File: config.mk
export PLATFORM = sky130hd
export DESIGN_NAME = game_state_ctrl
export DESIGN_NICKNAME = d
export VERILOG_FILES = /design/src/rtl/game_pkg.sv /design/src/rtl/game_state_ctrl_edge_sync_pulse.sv /design/src/rtl/game_state_ctrl.sv
export SDC_FILE = /design/constraint.sdc
export NUM_CORES = 1
export LEC_CHECK = 0
export ABC_AREA = 0
export ABC_CLOCK_PERIOD_IN_PS = 7100
export BUFFER_PORTS_ARGS = -buffer_cell sky130_fd_sc_hd__buf_2
export CAP_MARGIN = 30
export CORE_UTILIZATION = 60
export CTS_CLUSTER_DIAMETER = 100
export DETAILED_ROUTE_END_ITERATION = 10
export PLACE_DENSITY = 0.81
export SETUP_SLACK_MARGIN = 0.05
export SLEW_MARGIN = 20
export SYNTH_ARGS = -nofsm -noshare
export SYNTH_HDL_FRONTEND = slang
export SYNTH_HIERARCHICAL = 1
export SYNTH_SLANG_ARGS = --single-unit
File: constraint.sdc
create_clock -name clk -period 7.1 [get_ports clk]
set_input_delay 0.71 -clock clk [delete_from_list [all_inputs] [get_ports clk]]
set_output_delay 0.71 -clock clk [all_outputs]
set_load 0.03 [all_outputs]
File: src/rtl/game_pkg.sv
// Shared encodings for the game-flow controller: one-hot states, match results
// and a saturating score increment.
package game_pkg;

   localparam logic [5:0] ST_START = 6'b000001;
   localparam logic [5:0] ST_PLAY  = 6'b000010;
   localparam logic [5:0] ST_END   = 6'b000100;
   localparam logic [5:0] ST_READY = 6'b001000;
   localparam logic [5:0] ST_RWIN  = 6'b010000;
   localparam logic [5:0] ST_RLOSE = 6'b100000;

   localparam logic [1:0] RES_NONE = 2'b00;
   localparam logic [1:0] RES_WIN  = 2'b01;
   localparam logic [1:0] RES_LOSE = 2'b10;
   localparam logic [1:0] RES_DRAW = 2'b11;

   typedef enum logic [5:0] {
      S_START = ST_START,
      S_PLAY  = ST_PLAY,
      S_END   = ST_END,
      S_READY = ST_READY,
      S_RWIN  = ST_RWIN,
      S_RLOSE = ST_RLOSE
   } game_state_t;

   function automatic logic [3:0] sat_inc(input logic [3:0] value);
      return (value == 4'hF) ? value : value + 4'd1;
   endfunction

endpackage

File: src/rtl/game_state_ctrl_edge_sync_pulse.sv
// Rising-edge pulse generator with an optional 2-FF synchronizer in front.
// SYNC_EN=0 registers the input once before edge detection.
module edge_sync_pulse #(
   parameter bit SYNC_EN = 1'b1
) (
   input  logic clk,
   input  logic rst,
   input  logic din,
   output logic pulse
);

   logic level_q;
   logic prev_q;

   generate
      if (SYNC_EN) begin : g_sync
         logic meta_q;
         // NOTE: sequential state uses non-blocking assignments so the two
         // flops shift as a chain rather than collapsing into one.
         always_ff @(posedge clk) begin
            if (rst) begin
               meta_q  <= 1'b0;
               level_q <= 1'b0;
            end else begin
               meta_q  <= din;
               level_q <= meta_q;
            end
         end
      end else begin : g_nosync
         always_ff @(posedge clk) begin
            if (rst) level_q <= 1'b0;
            else     level_q <= din;
         end
      end
   endgenerate

   always_ff @(posedge clk) begin
      if (rst) prev_q <= 1'b0;
      else     prev_q <= level_q;
   end

   assign pulse = level_q & ~prev_q;

endmodule

File: src/rtl/game_state_ctrl.sv
// Game-flow controller: START -> READY -> PLAY -> RWIN/RLOSE -> ... -> END,
// timed in vsync frames. Define GAME_TIMEOUT_EN to end PLAY as a draw after
// TIMEOUT_FRAMES frames without a round result.
module game_state_ctrl
   import game_pkg::*;
#(
   parameter int WIN_ROUNDS     = 3,
   parameter int READY_FRAMES   = 120,
   parameter int ROUND_FRAMES   = 60,
   parameter int END_FRAMES     = 300,
   parameter int TIMEOUT_FRAMES = 3600
) (
   input  logic       clk,
   input  logic       rst,
   input  logic       vsync,
   input  logic       btn_start,
   input  logic       round_win,
   input  logic       round_lose,
   output logic [5:0] state_bin,
   output logic [1:0] resoult,
   output logic [3:0] score_win,
   output logic [3:0] score_lose
);

`ifdef GAME_TIMEOUT_EN
   localparam bit TIMEOUT_EN = 1'b1;
`else
   localparam bit TIMEOUT_EN = 1'b0;
`endif

   localparam logic [15:0] READY_LAST   = 16'(READY_FRAMES - 1);
   localparam logic [15:0] ROUND_LAST   = 16'(ROUND_FRAMES - 1);
   localparam logic [15:0] END_SAT      = 16'(END_FRAMES);
   localparam logic [15:0] TIMEOUT_LAST = 16'(TIMEOUT_FRAMES - 1);
   localparam logic [3:0]  WIN_TARGET   = 4'(WIN_ROUNDS);

   logic        frame_tick;
   logic        start_pulse;

   game_state_t state_q, state_next;
   logic [1:0]  res_q, res_next;
   logic [3:0]  win_q, win_next;
   logic [3:0]  lose_q, lose_next;
   logic [15:0] frame_cnt, cnt_next;

   edge_sync_pulse #(.SYNC_EN(1'b1)) u_start_sync (
      .clk   (clk),
      .rst   (rst),
      .din   (btn_start),
      .pulse (start_pulse)
   );

   edge_sync_pulse #(.SYNC_EN(1'b0)) u_vsync_edge (
      .clk   (clk),
      .rst   (rst),
      .din   (vsync),
      .pulse (frame_tick)
   );

   always_ff @(posedge clk) begin
      if (rst) begin
         state_q   <= S_START;
         res_q     <= RES_NONE;
         win_q     <= 4'd0;
         lose_q    <= 4'd0;
         frame_cnt <= 16'd0;
      end else begin
         state_q   <= state_next;
         res_q     <= res_next;
         win_q     <= win_next;
         lose_q    <= lose_next;
         frame_cnt <= cnt_next;
      end
   end

   // NOTE: every output of this block is given a hold value first so that no
   // path through the case leaves one unassigned and infers a latch.
   always_comb begin
      state_next = state_q;
      res_next   = res_q;
      win_next   = win_q;
      lose_next  = lose_q;
      cnt_next   = frame_cnt;

      case (state_q)
         S_START: begin
            if (start_pulse) begin
               state_next = S_READY;
               win_next   = 4'd0;
               lose_next  = 4'd0;
               cnt_next   = 16'd0;
            end
         end

         S_READY: begin
            if (frame_tick) begin
               if (frame_cnt == READY_LAST) begin
                  state_next = S_PLAY;
                  cnt_next   = 16'd0;
               end else begin
                  cnt_next = frame_cnt + 16'd1;
               end
            end
         end

         S_PLAY: begin
            // A lost round outranks a simultaneous win; any round result
            // outranks the timeout.
            if (round_lose) begin
               state_next = S_RLOSE;
               lose_next  = sat_inc(lose_q);
               cnt_next   = 16'd0;
            end else if (round_win) begin
               state_next = S_RWIN;
               win_next   = sat_inc(win_q);
               cnt_next   = 16'd0;
            end else if (TIMEOUT_EN && frame_tick) begin
               if (frame_cnt == TIMEOUT_LAST) begin
                  state_next = S_END;
                  res_next   = RES_DRAW;
                  cnt_next   = 16'd0;
               end else begin
                  cnt_next = frame_cnt + 16'd1;
               end
            end
         end

         S_RWIN, S_RLOSE: begin
            if (frame_tick) begin
               if (frame_cnt == ROUND_LAST) begin
                  cnt_next = 16'd0;
                  if (win_q == WIN_TARGET) begin
                     state_next = S_END;
                     res_next   = RES_WIN;
                  end else if (lose_q == WIN_TARGET) begin
                     state_next = S_END;
                     res_next   = RES_LOSE;
                  end else begin
                     state_next = S_READY;
                  end
               end else begin
                  cnt_next = frame_cnt + 16'd1;
               end
            end
         end

         S_END: begin
            // Counter parks at END_FRAMES; only then is a restart accepted.
            if (frame_cnt == END_SAT) begin
               if (start_pulse) begin
                  state_next = S_START;
                  res_next   = RES_NONE;
                  cnt_next   = 16'd0;
               end
            end else if (frame_tick) begin
               cnt_next = frame_cnt + 16'd1;
            end
         end

         default: begin
            state_next = S_START;
            res_next   = RES_NONE;
            cnt_next   = 16'd0;
         end
      endcase
   end

   assign state_bin  = state_q;
   assign resoult    = res_q;
   assign score_win  = win_q;
   assign score_lose = lose_q;

endmodule
# Word-level counts from Yosys, hierarchy flattened
# Index checks and enable logic that the tools add are counted.
# classes
n_addsub,3
eq_ne,28
n_mux,37
bitwise,5
reduce_logical,8
# ops
op,count
$mux W16,9
$pmux W16 S5,1
$mux W6,9
$mux W4,8
$pmux W6 S5,1
$ne A2 B2 Y1 const B,12
$add A16 B1 Y16 const B,1
$eq A16 B6 Y1 const B,1
$eq A16 B7 Y1 const B,1
$eq A16 B9 Y1 const B,1
$pmux W4 S2,2
$mux W2,6
$ne A3 B3 Y1 const B,3
$add A4 B1 Y4 const B,2
$eq A4 B2 Y1 const B,2
$eq A4 B4 Y1 const B,2
$reduce_and A4 Y1,2
$reduce_and A8 Y1,1
$eq A6 B1 Y1 const B,1
$eq A6 B2 Y1 const B,1
$eq A6 B3 Y1 const B,1
$eq A6 B4 Y1 const B,1
$eq A6 B5 Y1 const B,1
$eq A6 B6 Y1 const B,1
8 further kinds,11
# totals
reg_bits,37
inputBits,6
output_inout_bits,16
word_cells,91

# Depth between registers and ports, before layout
# logic_depth
ltp_word,6
depth_mapped,9
mapped_depth_nobuf,8

# Cells and area by module
# Netlist, hierarchy kept.
# modules_own_cells
module,instances,cells_each,area_each_um2,seq_area_each_um2
game_state_ctrl,1,277,2089.5,640.6
edge_sync_pulse at u_start_sync,1,7,87.6,60.1
edge_sync_pulse at u_vsync_edge,1,5,61.3,40.0

# Worst setup path before layout
# OpenSTA, ideal clock, no wires.
# synth_timing
path_type,reg2reg
start,register state_q[2] (netlist: state_bin[2])
end,register frame_cnt[11]
setup_time_ns,0.067
arrival_ns,2.280
t_required_ns,7.033
slack_ns,4.753
stages_incl_launch_ff,9
path_buffers,2
period_less_slack_ns,2.347
path_cell_list,dfxtp_1 -> clkbuf_1 -> or4b_2 -> nor4_1 -> a2bb2oi_1 -> nand2b_1 -> buf_2 -> nand2_1 -> a21oi_2
# synth_between
elab_chain_cells,4
elab_cells_between_ends,13
classes_between,eq/ne (10); mux (1); reduce/logical (2)
# synth_lines
element,line,rtl
start: declaration,game_state_ctrl.sv:40,"game_state_t state_q, state_next;"
start signal: assignment,game_state_ctrl.sv:68,state_q <= state_next;
$eq A6 B5 Y1 or $eq A6 B6 Y1 (tied branches),game_state_ctrl.sv:85,case (state_q)
$reduce_or A2 Y1,game_state_ctrl.sv:85,
$ne A2 B2 Y1 (no line),-,
$reduce_and A4 Y1 (no line),-,
end signal: assignment,game_state_ctrl.sv:72,frame_cnt <= cnt_next;
end: declaration,game_state_ctrl.sv:44,"logic [15:0] frame_cnt, cnt_next;"
# Parallel ways exist; a longest one is shown, timed or not.
# A chain may end at the register's enable or synchronous reset.

# Worst setup path in the final report
# layout_timing
start,register frame_cnt[8]
end,register frame_cnt[11]
# layout_between
elab_chain_cells,4
elab_cells_between_ends,13
classes_between,add/sub (1); eq/ne (4); mux (7); reduce/logical (1)
# layout_lines
element,line
"$add A16 B1 Y16, or another cell as far along","game_state_ctrl.sv:101, game_state_ctrl.sv:142, game_state_ctrl.sv:156"
$mux W16 (on tied branches),"game_state_ctrl.sv:155, game_state_ctrl.sv:97, game_state_ctrl.sv:130"
$mux W16 (on tied branches),"game_state_ctrl.sv:149, game_state_ctrl.sv:96, game_state_ctrl.sv:129"
$pmux W16 S5,game_state_ctrl.sv:85
# Parallel ways exist; a longest one is shown, timed or not. The select of a mux whose other input is x is not followed.

==> impl_metrics.env <==
export IMPL_dp_cells=340
export IMPL_cts_tree="yes"
export IMPL_hold_viol=0
export IMPL_yosys_area_top_type="dfxtp_1"
export IMPL_synthCells=289
export IMPL_worstPathCellList="or4bb_1 > nor4_4 > o311ai_2 > buf_4 > or4_1 > a21o_1 > a21oi_2"
export IMPL_grt_pass1_vias=1879
export IMPL_drt_wl_total_um=5160
export IMPL_ir_drop_mv=0.170
export IMPL_die_w_um=63.1
export IMPL_dr_max_layer_used="met4"
export IMPL_drc=0
export IMPL_crit_family="simple AND/OR/NAND/NOR gates"
export IMPL_netlist_top_cells_count="37 x dfxtp_1, 33 x nand2_1, 24 x nor2_1"
export IMPL_slowest_stage="or4bb_1"
export IMPL_grt_max_degree=26
export IMPL_yosysMostFrequentCell="dfxtp_1"
export IMPL_clk_latency_ns=0.30
export IMPL_antenna_left=0
export IMPL_setup_viol_count_final=0
export IMPL_max_freq_ghz=0.379
export IMPL_period_minus_slack_ns=2.64
export IMPL_route_vias_total=2127
export IMPL_cp_max_fo=12
export IMPL_start_kind="register"
export IMPL_port_buffers=21
export IMPL_synth_cell_types=55
export IMPL_p_leak_nw=0.878
export IMPL_num_rows=21
export IMPL_vias_per_cell=6.09
export IMPL_postCtsSetupRepairBufs=0
export IMPL_critPathKind="reg -> reg"
export IMPL_clk_path_buf_depth=2
export IMPL_fin_nets=313
export IMPL_antenna_cells=0
export IMPL_path_clk_slew_ns=0.08
export IMPL_grt_pass1_wl_um=8820
export IMPL_path_buf_inv=1
export IMPL_place_gp_congestion=0.848
export IMPL_hp_class="reg -> reg"
export IMPL_core_area_sq_um=3440
export IMPL_cts_buffers=5
export IMPL_cts_hold_buffers=0
export IMPL_dpl_hpwl_um=3520
export IMPL_avgRoutedWirePerCell_um=14.8
export IMPL_place_area_sq_um=2320
export IMPL_root_buffer="clkbuf_8"
export IMPL_layout_drive_gt1_share_pct=14.2
export IMPL_arrival_ns=2.87
export IMPL_netlist_top_cells_area="dfxtp_1 33%, nand2_1 5.5%, nand3_1 4.5%"
export IMPL_synth_edf_count=0
export IMPL_setup_slack_ns=4.46
export IMPL_postLayoutCellArea_sq_um=2420
export IMPL_dr_wl_met3_um=377
export IMPL_final_cells=349
export IMPL_pre_cts_slack_ns=4.50
export IMPL_dr_pass1_iters=5
export IMPL_status="complete, no violations"
export IMPL_synth_warnings=6
export IMPL_endpoint_kind="register"
export IMPL_drv_cap=0
export IMPL_rsz0062_at_grt="no"
export IMPL_synth_nets=300
export IMPL_maxSlewHeadroom_pct=52.5
export IMPL_grt_usage_pct=28.1
export IMPL_avgSynthCellArea_sq_um=7.75
export IMPL_async_reset_ff_share_pct=0
export IMPL_area_growth_pct=8.11
export IMPL_drv_slew=0
export IMPL_synth_flop_cell="dfxtp_1"
export IMPL_timing_setup_tns_ns=0
export IMPL_die_height_um=63.1
export IMPL_cts_sinks=37
export IMPL_wirelength_met1_um=2530
export IMPL_ys_seq_area_share_pct=33.1
export IMPL_io_pins=22
export IMPL_fillers=288
export IMPL_required_ns=7.33
export IMPL_h_tree_depth=2
export IMPL_powerDensity_nw_per_um2=240
export IMPL_ys_ff_latch=37
export IMPL_skew_ns=0.00628
export IMPL_cts_resized=0
export IMPL_grt_ovfl_total=0
export IMPL_worst_pin_slew_ns=0.706
export IMPL_die_area_sq_um=3980
export IMPL_syn_area_sq_um=2240
export IMPL_dr_wl_met2_um=2190
export IMPL_antenna_found_initial=0
export IMPL_start_util_pct=65.0
export IMPL_synth_top_area_share_pct=33.1
export IMPL_max_stage_delay_ns=0.56
export IMPL_fin_crit_sh_pct=37.1
export IMPL_initialDrtViolationCount=318
-- final timing paths --
| path | start | end | slack [ns] | cells after the start |
|---|---|---|---|---|
| setup reg to reg | frame_cnt[8]$_SDFFE_PP0P_ | frame_cnt[11]$_SDFFE_PP0P_ | 4.46 | 7 |
| hold / removal | u_start_sync/g_sync.meta_q$_SDFF_PP0_ | u_start_sync/level_q$_SDFF_PP0_ | 0.46 | 1 |
| setup / recovery | frame_cnt[8]$_SDFFE_PP0P_ | frame_cnt[11]$_SDFFE_PP0P_ | 4.46 | 7 |
| hold reg to reg | u_start_sync/g_sync.meta_q$_SDFF_PP0_ | u_start_sync/level_q$_SDFF_PP0_ | 0.46 | 1 |
-- routing by layer --
metal	track usage (%)	up-vias
met5	0	-
li1	-	1085
met1	40.4	955
met2	41.4	80
met3	5.25	7
met4	10.5	0
-- layout by cell type, fill, tap and decap left out, drive strengths merged, types with 3 or more instances in the layout --
cell and n:
a211oi 4, a21oi 16, a22oi 5, a31oi 11, and2 7, and3 7
buf 22, clkbuf 6, dfxtp 37, ha 5, inv 5, nand2 33
nand2b 3, nand3 20, nand4 8, nor2 25, nor2b 10, nor3 13
nor4 4, o21ai 19, or4 7, xor2 8
-- power by group --
part / leakage, nW / internal (W) / switching (W)
clock network: 0.0374 / 0.0000692 / 0.0000807
logic: 0.541 / 0.0000652 / 0.000131
registers: 0.299 / 0.000215 / 0.0000192
total: 0.878 / 0.000349 / 0.000230
-- layout make-up --
class,count,area [sq um],area share [%]
sequential,37,741,30.6
clock buffer,6,72.6,3.00
tap,46,57.6,2.38
inverter,5,18.8,0.776
timing repair buffer,22,113,4.65
clock inverter,2,15.0,0.620
multi-input combinational,231,1400,58.0
-- kinds of logic after synthesis --
logic type	Yosys count	synth area share [%]
buffers and inverters	21	4.25
multiplexers	1	0.447
AND/OR/NAND/NOR	149	36.9
XOR/XNOR	8	3.13
flip-flops	37	33.1
adder cells (fa/ha/maj)	5	2.79
AO/OA/AOI/OAI	68	19.3
-- metrics by stage --
step	util [%]	total power [W]	hold slack [ns]
after floorplan	-	0.000390	0.414
after global placement	67.5	0.000427	0.426
after detailed placement	67.5	0.000429	0.445
after CTS	70.1	0.000577	0.462
after global routing	70.3	0.000612	0.473
final	70.3	0.000580	0.455
-- registers in the layout, summed over array words and instances (netlist names), 2 cells and up --
register and cells:
score_win 4, resoult 2, frame_cnt 16, score_lose 4
state_bin 6
No activity file was read; power rests on OpenSTA's default activity.
